===== config.mk =====
export PLATFORM = sky130hd
export DESIGN_NAME = mem_access_unit
export DESIGN_NICKNAME = d
export VERILOG_FILES = /design/src/rtl/mem_access_unit.sv
export SDC_FILE = /design/constraint.sdc
export NUM_CORES = 1
export LEC_CHECK = 0
export CORE_ASPECT_RATIO = 0.7
export CORE_MARGIN = 2
export CORE_UTILIZATION = 31
export CTS_CLUSTER_SIZE = 24
export DETAILED_ROUTE_END_ITERATION = 6
export SLEW_MARGIN = 20
export SYNTH_ARGS = -nofsm -noshare
export SYNTH_HDL_FRONTEND = slang
export SYNTH_SLANG_ARGS = --single-unit

===== constraint.sdc =====
create_clock -name clk -period 1.6 [get_ports clk]
set_clock_uncertainty 0.15 [all_clocks]
set_input_delay 0.4 -clock clk [delete_from_list [all_inputs] [get_ports clk]]
set_output_delay 0.4 -clock clk [all_outputs]
set_load 0.01 [all_outputs]

===== src/rtl/mem_access_unit.sv =====
// MEM-stage data-memory access unit: one req/ack bus access per load/store,
// with RV32I byte-lane alignment, load extension, misalignment and timeout errors.
module mem_access_unit #(
    parameter int unsigned TIMEOUT_CYCLES = 255
) (
    input  logic        clk,
    input  logic        rst,
    input  logic        valid_in,
    input  logic        mem_read_in,
    input  logic        mem_write_in,
    input  logic [2:0]  funct3_in,
    input  logic [31:0] addr_in,
    input  logic [31:0] wdata_in,
    output logic        mem_req,
    output logic        mem_we,
    output logic [31:0] mem_addr,
    output logic [31:0] mem_wdata,
    output logic [3:0]  mem_wmask,
    input  logic        mem_ack,
    input  logic [31:0] mem_rdata,
    output logic        stall_out,
    output logic        done_out,
    output logic [31:0] rdata_out,
    output logic        err_out
);

    typedef enum logic [1:0] {
        S_IDLE,
        S_WAIT,
        S_DONE
    } state_t;

    localparam logic [7:0] LP_LAST = 8'(TIMEOUT_CYCLES - 1);

    state_t      r_state;
    state_t      w_next;
    logic [7:0]  r_cnt;
    logic        r_req;
    logic        r_we;
    logic [31:0] r_addr;
    logic [31:0] r_wdata;
    logic [3:0]  r_wmask;
    logic        r_is_load;
    logic [2:0]  r_f3;
    logic [1:0]  r_lane;
    logic        r_err;
    logic [31:0] r_rdata;

    logic        w_start;
    logic        w_illegal;
    logic        w_launch;
    logic        w_fin;
    logic        w_fail;
    logic [31:0] w_rdata_nxt;
    logic [31:0] w_st_wdata;
    logic [3:0]  w_st_wmask;
    logic [31:0] w_ld_data;
    logic [7:0]  w_byte;
    logic [15:0] w_half;

    assign w_start = valid_in & (mem_read_in | mem_write_in);

    always_comb begin
        w_illegal = 1'b0;
        if (mem_read_in & mem_write_in)
            w_illegal = 1'b1;
        if (funct3_in == 3'b011 || funct3_in == 3'b110 || funct3_in == 3'b111)
            w_illegal = 1'b1;
        if (mem_write_in & funct3_in[2])
            w_illegal = 1'b1;
        if (funct3_in[1:0] == 2'b01 && addr_in[0])
            w_illegal = 1'b1;
        if (funct3_in[1:0] == 2'b10 && addr_in[1:0] != 2'b00)
            w_illegal = 1'b1;
    end

    // Store lane replication; loads present an idle write side.
    always_comb begin
        w_st_wdata = 32'h0;
        w_st_wmask = 4'h0;
        if (mem_write_in) begin
            unique case (funct3_in[1:0])
                2'b00: begin
                    w_st_wdata = {4{wdata_in[7:0]}};
                    w_st_wmask = 4'b0001 << addr_in[1:0];
                end
                2'b01: begin
                    w_st_wdata = {2{wdata_in[15:0]}};
                    w_st_wmask = addr_in[1] ? 4'b1100 : 4'b0011;
                end
                default: begin
                    w_st_wdata = wdata_in;
                    w_st_wmask = 4'b1111;
                end
            endcase
        end
    end

    always_comb begin
        w_byte = mem_rdata[7:0];
        unique case (r_lane)
            2'd0: w_byte = mem_rdata[7:0];
            2'd1: w_byte = mem_rdata[15:8];
            2'd2: w_byte = mem_rdata[23:16];
            default: w_byte = mem_rdata[31:24];
        endcase
        w_half = r_lane[1] ? mem_rdata[31:16] : mem_rdata[15:0];
        unique case (r_f3)
            3'b000: w_ld_data = {{24{w_byte[7]}}, w_byte};
            3'b100: w_ld_data = {24'h0, w_byte};
            3'b001: w_ld_data = {{16{w_half[15]}}, w_half};
            3'b101: w_ld_data = {16'h0, w_half};
            default: w_ld_data = mem_rdata;
        endcase
    end

    always_ff @(posedge clk) begin
        if (rst)
            r_state <= S_IDLE;
        else
            r_state <= w_next;
    end

    always_comb begin
        w_next      = r_state;
        w_launch    = 1'b0;
        w_fin       = 1'b0;
        w_fail      = 1'b0;
        w_rdata_nxt = 32'h0;
        unique case (r_state)
            S_IDLE: begin
                if (w_start) begin
                    if (w_illegal) begin
                        w_next = S_DONE;
                        w_fail = 1'b1;
                    end else begin
                        w_next   = S_WAIT;
                        w_launch = 1'b1;
                    end
                end
            end
            S_WAIT: begin
                // An ack on the last allowed cycle still wins over the timeout.
                if (mem_ack) begin
                    w_next = S_DONE;
                    w_fin  = 1'b1;
                    if (r_is_load)
                        w_rdata_nxt = w_ld_data;
                end else if (r_cnt == LP_LAST) begin
                    w_next = S_DONE;
                    w_fin  = 1'b1;
                    w_fail = 1'b1;
                end
            end
            S_DONE: w_next = S_IDLE;
            default: w_next = S_IDLE;
        endcase
    end

    always_ff @(posedge clk) begin
        if (rst) begin
            r_cnt     <= 8'h0;
            r_req     <= 1'b0;
            r_we      <= 1'b0;
            r_addr    <= 32'h0;
            r_wdata   <= 32'h0;
            r_wmask   <= 4'h0;
            r_is_load <= 1'b0;
            r_f3      <= 3'h0;
            r_lane    <= 2'h0;
            r_err     <= 1'b0;
            r_rdata   <= 32'h0;
        end else begin
            r_err   <= w_fail;
            r_rdata <= w_rdata_nxt;
            if (w_launch) begin
                r_cnt     <= 8'h0;
                r_req     <= 1'b1;
                r_we      <= mem_write_in;
                r_addr    <= {addr_in[31:2], 2'b00};
                r_wdata   <= w_st_wdata;
                r_wmask   <= w_st_wmask;
                r_is_load <= mem_read_in;
                r_f3      <= funct3_in;
                r_lane    <= addr_in[1:0];
            end else if (w_fin) begin
                r_req   <= 1'b0;
                r_we    <= 1'b0;
                r_addr  <= 32'h0;
                r_wdata <= 32'h0;
                r_wmask <= 4'h0;
            end else if (r_state == S_WAIT) begin
                r_cnt <= r_cnt + 8'd1;
            end
        end
    end

    assign mem_req   = r_req;
    assign mem_we    = r_we;
    assign mem_addr  = r_addr;
    assign mem_wdata = r_wdata;
    assign mem_wmask = r_wmask;
    assign stall_out = ((r_state == S_IDLE) & w_start) | (r_state == S_WAIT);
    assign done_out  = (r_state == S_DONE);
    assign err_out   = r_err;
    assign rdata_out = r_rdata;

endmodule


# == Word-level counts from Yosys, hierarchy flattened ==
# Cells that the tools add are included.
# totals
register_bits,117
input_bits,105
output_inout_bits,105
elab_cells,90
# op_classes
n_addsub,1
n_eq_ne,15
shift,1
n_mux,37
bitwise_logic,10
n_reduce_logical,14
# op_table
cell,n
2-to-1 mux 32 bit,5
case mux 32 bit (4 select lines),1
case mux 32 bit (2 select lines),1
case mux 8 bit (3 select lines),1
2-to-1 mux 1 bit,17
2-to-1 mux 16 bit,1
2-to-1 mux 4 bit,4
== test 3 bit (second input constant),4
adder 8 x 1 -> 8 bit (second input constant),1
== test 8 bit (second input constant),1
2-to-1 mux 2 bit,4
case mux 4 bit (2 select lines),1
== test 2 x 1 -> 1 bit (second input constant),3
== test 2 bit (second input constant),3
logical NOT 2 bit,3
AND 1 bit,4
inverter 1 bit,4
case mux 2 bit (2 select lines),1
AND reduction 2 bit,2
nonzero test 2 bit,2
OR reduction 4 bit,1
left shift 1 x 2 -> 4 bit (first input constant),1
== test 3 x 1 -> 1 bit (second input constant),1
== test 3 x 2 -> 1 bit (second input constant),1
8 further kinds,11

# == Depth between registers and ports, before layout ==
# depth
word_depth,11
mapped_depth,7
mapped_depth_nobuf,6

# == Worst setup path after synthesis ==
# OpenSTA, ideal clock, no wires.
# synth_timing
kind,input -> output
from,input port mem_read_in
to,output port stall_out
arrival_time_ns,1.262
required_ns,1.050
slack_ns,-0.212
path_stages,5
n_path_buf,2
path_cell_list,o21ai_0 > or3_1 > clkbuf_1 > buf_2 > nand2_1
# synth_between
elab_chain_cells,4
# synth_lines
element,line,source
"start, declared",9,"input logic mem_read_in,"
bitwise OR 1 bit,61,assign w_start = valid_in & (mem_read_in | mem_write_in);
AND 1 bit,61,
AND 1 bit,203,assign stall_out = ((r_state == S_IDLE) & w_start) | (r_state == S_WAIT);
bitwise OR 1 bit,203,
"end, declared",21,"output logic stall_out,"
# Every way passes these cells.

# == Final worst setup path ==
# layout_timing
from,register r_state[1]
to,output port stall_out
# layout_between
elab_chain_cells,3
elab_cells_between_ends,4
classes_between,eq/ne: 1; bitwise: 2; reduce/logical: 1
# layout_lines
element,line,source
"start, declared",35,state_t r_state;
"start signal, assigned",121,r_state <= w_next;
logical NOT 2 bit,203,
AND 1 bit,203,
bitwise OR 1 bit *,203,
# Mark *: on every way between the ends. The rest lies on a longest branch, timed or not.

==> impl_results.md <==
* Outcome: finished with violations
* Failing checks: negative setup slack
* Antenna violations before repair at 0
* Iteration count of the initial detailed-routing pass at 5
* Antenna violation net count after detailed routing at 0
* Switching power of the nets at 2.34 mW
* Number of CTS-inserted buffers at 17
* Top Family by Delay on Critical Path: simple AND/OR/NAND/NOR gates
* Post-synthesis cell count at 638
* CTS sink cnt at 117
* Maximum resistive drop on vdd at 0.000690 V
* Setup TNS after final layout at -11.65 ns
* Count of yosys warnings during synthesis at 0
* Cells along the critical path: or3_4 -> nand2_4 -> buf_6
* Post-synth top area share at 41.6%
* CTS tree: done
* Last weighted congestion value of the routability-driven placer at 0.940
* Worst setup startpoint: r_state[1]$_SDFFE_PP0P_
* Pin count of the biggest net entering global routing at 73
* Cell Rows at 41
* Final count of hold timing violations at 0
* Layout cell share with drive strength beyond 1 at 35.3%
* Number of flops mapped to enable cells by yosys at 0
* Worst slack on hold paths at 0.165 ns
* Fraction of the core area covered by cells at the end of the flow at 57.8%
* Count of different cell masters after synthesis at 46
* Clock Latency Late Sink at 0.41 ns
* Worst reg2reg startpoint: r_state[1]$_SDFFE_PP0P_
* Nature of the critical path endpoint: output port
* Slowest stage cell on the critical path: or3_4
* Worst slack at placement at -1.11 ns
* Sequential cell area fraction in the yosys report at 41.6%
* Vias per std cell at 5.72
* Maximum level of the CTS H-tree at 4
* Clock-pin transition on the worst setup and hold timing paths at 0.06 ns
* Relative slew slack at 64.7%
* Biggest area contributors in the synthesized netlist: dfxtp_1 (42%), o221ai_1 (10%), a21oi_1 (9.6%), nand4_1 (4.0%), nand3_1 (3.5%)
* Max Fanout on Critical Path at 2
* Flop and latch count out of synthesis at 117
* Post-synthesis async set-or-reset flop share at 0%
* Total global-route track usage at 24.0%
* Final-report max-slew violation count at 0
* Upper clock frequency limit at 542 MHz
* Final setup slack of the worst path at -0.246 ns
* Vias in the first global route at 6,308
* Proportion of total power due to net switching at 27.1%
* Shortest period the worst path allows at 1.85 ns
* Area of the die at 19,300 µm²
* Longest Clk Path Bufs at 2
* Critical path depth at 3
* Internal power summed over all cells at 6.32 mW
* PD cells at 837 nW/µm²
* Wire length of the first global-routing pass at 35,600 µm
* Area overhead of the layout relative to synthesis at 83.8%
* Combined area of all synthesized cells at 5630 µm²
* Leakage component of the power at 3.94 nW
* Hold crit path type: primary input to flop
* Count of inserted antenna diode cells at 0
* Area leader, netlist: dfxtp_1
* Transition at the pin with the smallest max-transition slack at 0.530 ns
* Number of endpoints failing setup at the final stage at 105
* Filler instances at 1,521
* Capturing point of the worst reg2reg path: mem_addr[15]$_SDFFE_PP0P_
* Estimated wirelength of the detail-placed design at 14,800 µm
* Starting density of the core at 31.5%
* FF-to-FF path depth at 4
* Part of the total power dissipated in the clock network at 45.2%
* Worst reg2reg setup slack at -0.20 ns
* Crit path largest cell delay at 0.41 ns
* Combinational share of power at 20.2%
* Core Box Area at 17,900 µm²
* Fraction of power consumed by sequential logic at 34.6%
* Count of routing violations after the opening detailed-route iteration at 464
* DRC errors left at 0
* Drt total wl at 25,300 µm
* Net count reported at finish at 1,045
* Floorplan die width at 165 µm
* Main flop type after synthesis: dfxtp_1
* Buffers & Inverters on Critical Path at 1
* Vias at 6,795
* Crit share post-route at 115%
* Clock root buffer: clkbuf_16
* Category of the worst setup path launch point: flop
* Critical path data required time at 1.05 ns
* I/O pin count at 210
* Mean instance size in the synthesized netlist at 8.83 µm²
* RSZ-0062 raised after global routing: yes
* Capturing instance or port of the critical path: stall_out
* Number of buffers added on ports at 207
* Die height at 117 µm
* Count of max-cap constraint violations at 0
* Endpoint arrival time on the critical path at 1.30 ns
* Kind of critical path: flop to output port
* Residual overflow from global routing at 0
* Per-cell routed wire length at 21.3 µm
## worst min-delay path: stages
cell      delay [ns]
buf_2           0.13
nor2_4          0.04
a21boi_1        0.12
## sequential cells by signal, summed over array words and instances, names as in the netlist
signal     cells
mem_wdata     32
rdata_out     32
mem_addr      30
r_cnt          8
mem_wmask      4
r_f3           3
r_lane         2
r_state        2
err_out        1
mem_req        1
mem_we         1
r_is_load      1
## cells in the final DEF (no fill, tap or decap), types with 6 or more instances in the layout
cell type / netlist / routed
dfxtp_1: 117 / 109
clkdlybuf4s15_1: 0 / 33
buf_6: 0 / 26
mux2_2: 16 / 16
o21ai_0: 19 / 15
dfxtp_2: 0 / 7
o221ai_1: 67 / 62
o22ai_1: 8 / 8
nand4_1: 36 / 36
nand3_1: 39 / 36
clkbuf_2: 0 / 35
buf_4: 5 / 94
a2111oi_4: 0 / 8
buf_16: 0 / 6
a21oi_1: 108 / 87
clkdlybuf4s50_1: 0 / 90
a21oi_2: 0 / 19
mux4_2: 6 / 6
mux2i_1: 11 / 9
nand2_1: 31 / 30
nor2_1: 16 / 10
buf_12: 0 / 14
dlygate4sd2_1: 0 / 44
nor2b_1: 13 / 11
a22o_1: 6 / 6
clkbuf_16: 0 / 22
## power groups by stage
stage / Clock (mW) / Combinational, mW / Sequential (mW)
after floorplan: 0 / 0.573 / 3.07
after global placement: 0 / 1.31 / 3.05
after detailed placement: 0 / 1.33 / 3.06
after CTS: 3.98 / 1.54 / 2.99
after global routing: 4.12 / 1.83 / 3.00
final: 3.92 / 1.75 / 3.00
## per-stage QoR
stage / instances / cell area (µm²) / power (mW)
after floorplan: 639 / 5770 / 3.65
after global placement: 1109 / 8700 / 4.36
after detailed placement: 1109 / 8700 / 4.38
after CTS: 1165 / 9780 / 8.51
after global routing: 1187 / 10400 / 8.95
final: 1187 / 10400 / 8.66
## worst min-delay path by stage
stage | slack (ns) | cells after the start | startpoint | endpoint
2_1_floorplan | 0.32 | 2 | r_f3[2]$_SDFFE_PP0P_ | r_f3[2]$_SDFFE_PP0P_
3_3_place_gp | 0.31 | 2 | mem_addr[6]$_SDFFE_PP0P_ | mem_addr[6]$_SDFFE_PP0P_
3_5_place_dp | 0.32 | 2 | mem_wdata[11]$_SDFFE_PP0P_ | mem_wdata[11]$_SDFFE_PP0P_
4_1_cts | 0.12 | 3 | rst | r_state[1]$_SDFFE_PP0P_
5_1_grt | 0.14 | 3 | rst | r_state[1]$_SDFFE_PP0P_
6_report | 0.17 | 3 | rst | r_state[1]$_SDFFE_PP0P_
## Yosys cell counts, types with 2 or more instances
| library cell | n |
|---|---|
| o22ai_1 | 8 |
| nor3_1 | 2 |
| nor2_1 | 16 |
| a211o_1 | 4 |
| nand4_1 | 36 |
| inv_1 | 4 |
| o21ai_0 | 19 |
| nand4b_1 | 2 |
| o221ai_1 | 67 |
| and3_1 | 2 |
| o2111ai_1 | 2 |
| dfxtp_1 | 117 |
| mux4_2 | 6 |
| a2111oi_0 | 8 |
| buf_4 | 5 |
| nand2_1 | 31 |
| nand2b_1 | 2 |
| mux2i_1 | 11 |
| ha_1 | 2 |
| buf_1 | 5 |
| o21ai_2 | 2 |
| a22o_1 | 6 |
| nand3_1 | 39 |
| xor2_1 | 3 |
| a311oi_1 | 2 |
| or4_1 | 2 |
| or3_1 | 3 |
| a21oi_1 | 108 |
| clkbuf_1 | 44 |
| nor2b_1 | 13 |
| o31ai_1 | 3 |
| o211ai_1 | 2 |
| a22oi_1 | 7 |
| mux2_2 | 16 |
| buf_2 | 28 |
## area by class of cell
| type | count | area, µm² | share of cell area, % |
|---|---|---|---|
| Clock buffer | 17 | 425 | 4.11 |
| Clock inverter | 15 | 181 | 1.75 |
| Inverter | 4 | 15.0 | 0.145 |
| Multi-Input combinational cell | 438 | 3480 | 33.6 |
| Sequential cell | 117 | 2350 | 22.7 |
| Tap cell | 236 | 295 | 2.85 |
| Timing Repair Buffer | 360 | 3600 | 34.8 |
## what timing repair did
action | CTS | global route
endpoints found under the setup margin | 220 | 182
pin swaps | 7 | 36
gates resized for setup | 179 | 205
cloned | 13 | 7
setup buffers | 11 | 18
hold buffers | 0 | 0
## metal layers
metal | track usage (%) | up-vias | routed length [µm]
li1 | - | 3086 | -
met1 | 34.1 | 3351 | 11400
met2 | 35.6 | 320 | 11300
met3 | 6.38 | 38 | 2070
met4 | 7.54 | 0 | 428
met5 | 0 | - | 0
## logic make-up (layout without fill, tap and decap cells)
group	count (synthesis)	count (layout)	share of synthesized area, %
AO/OA/AOI/OAI	242	242	28.6
AND/OR/NAND/NOR	153	155	14.4
flip-flops	117	117	41.6
buffers and inverters	86	396	6.69
multiplexers	33	33	7.55
XOR/XNOR	4	4	0.622
adder cells (fa/ha/maj)	2	2	0.444
other	1	2	0.0666
Note: power is estimated with default switching activity, not from simulation.
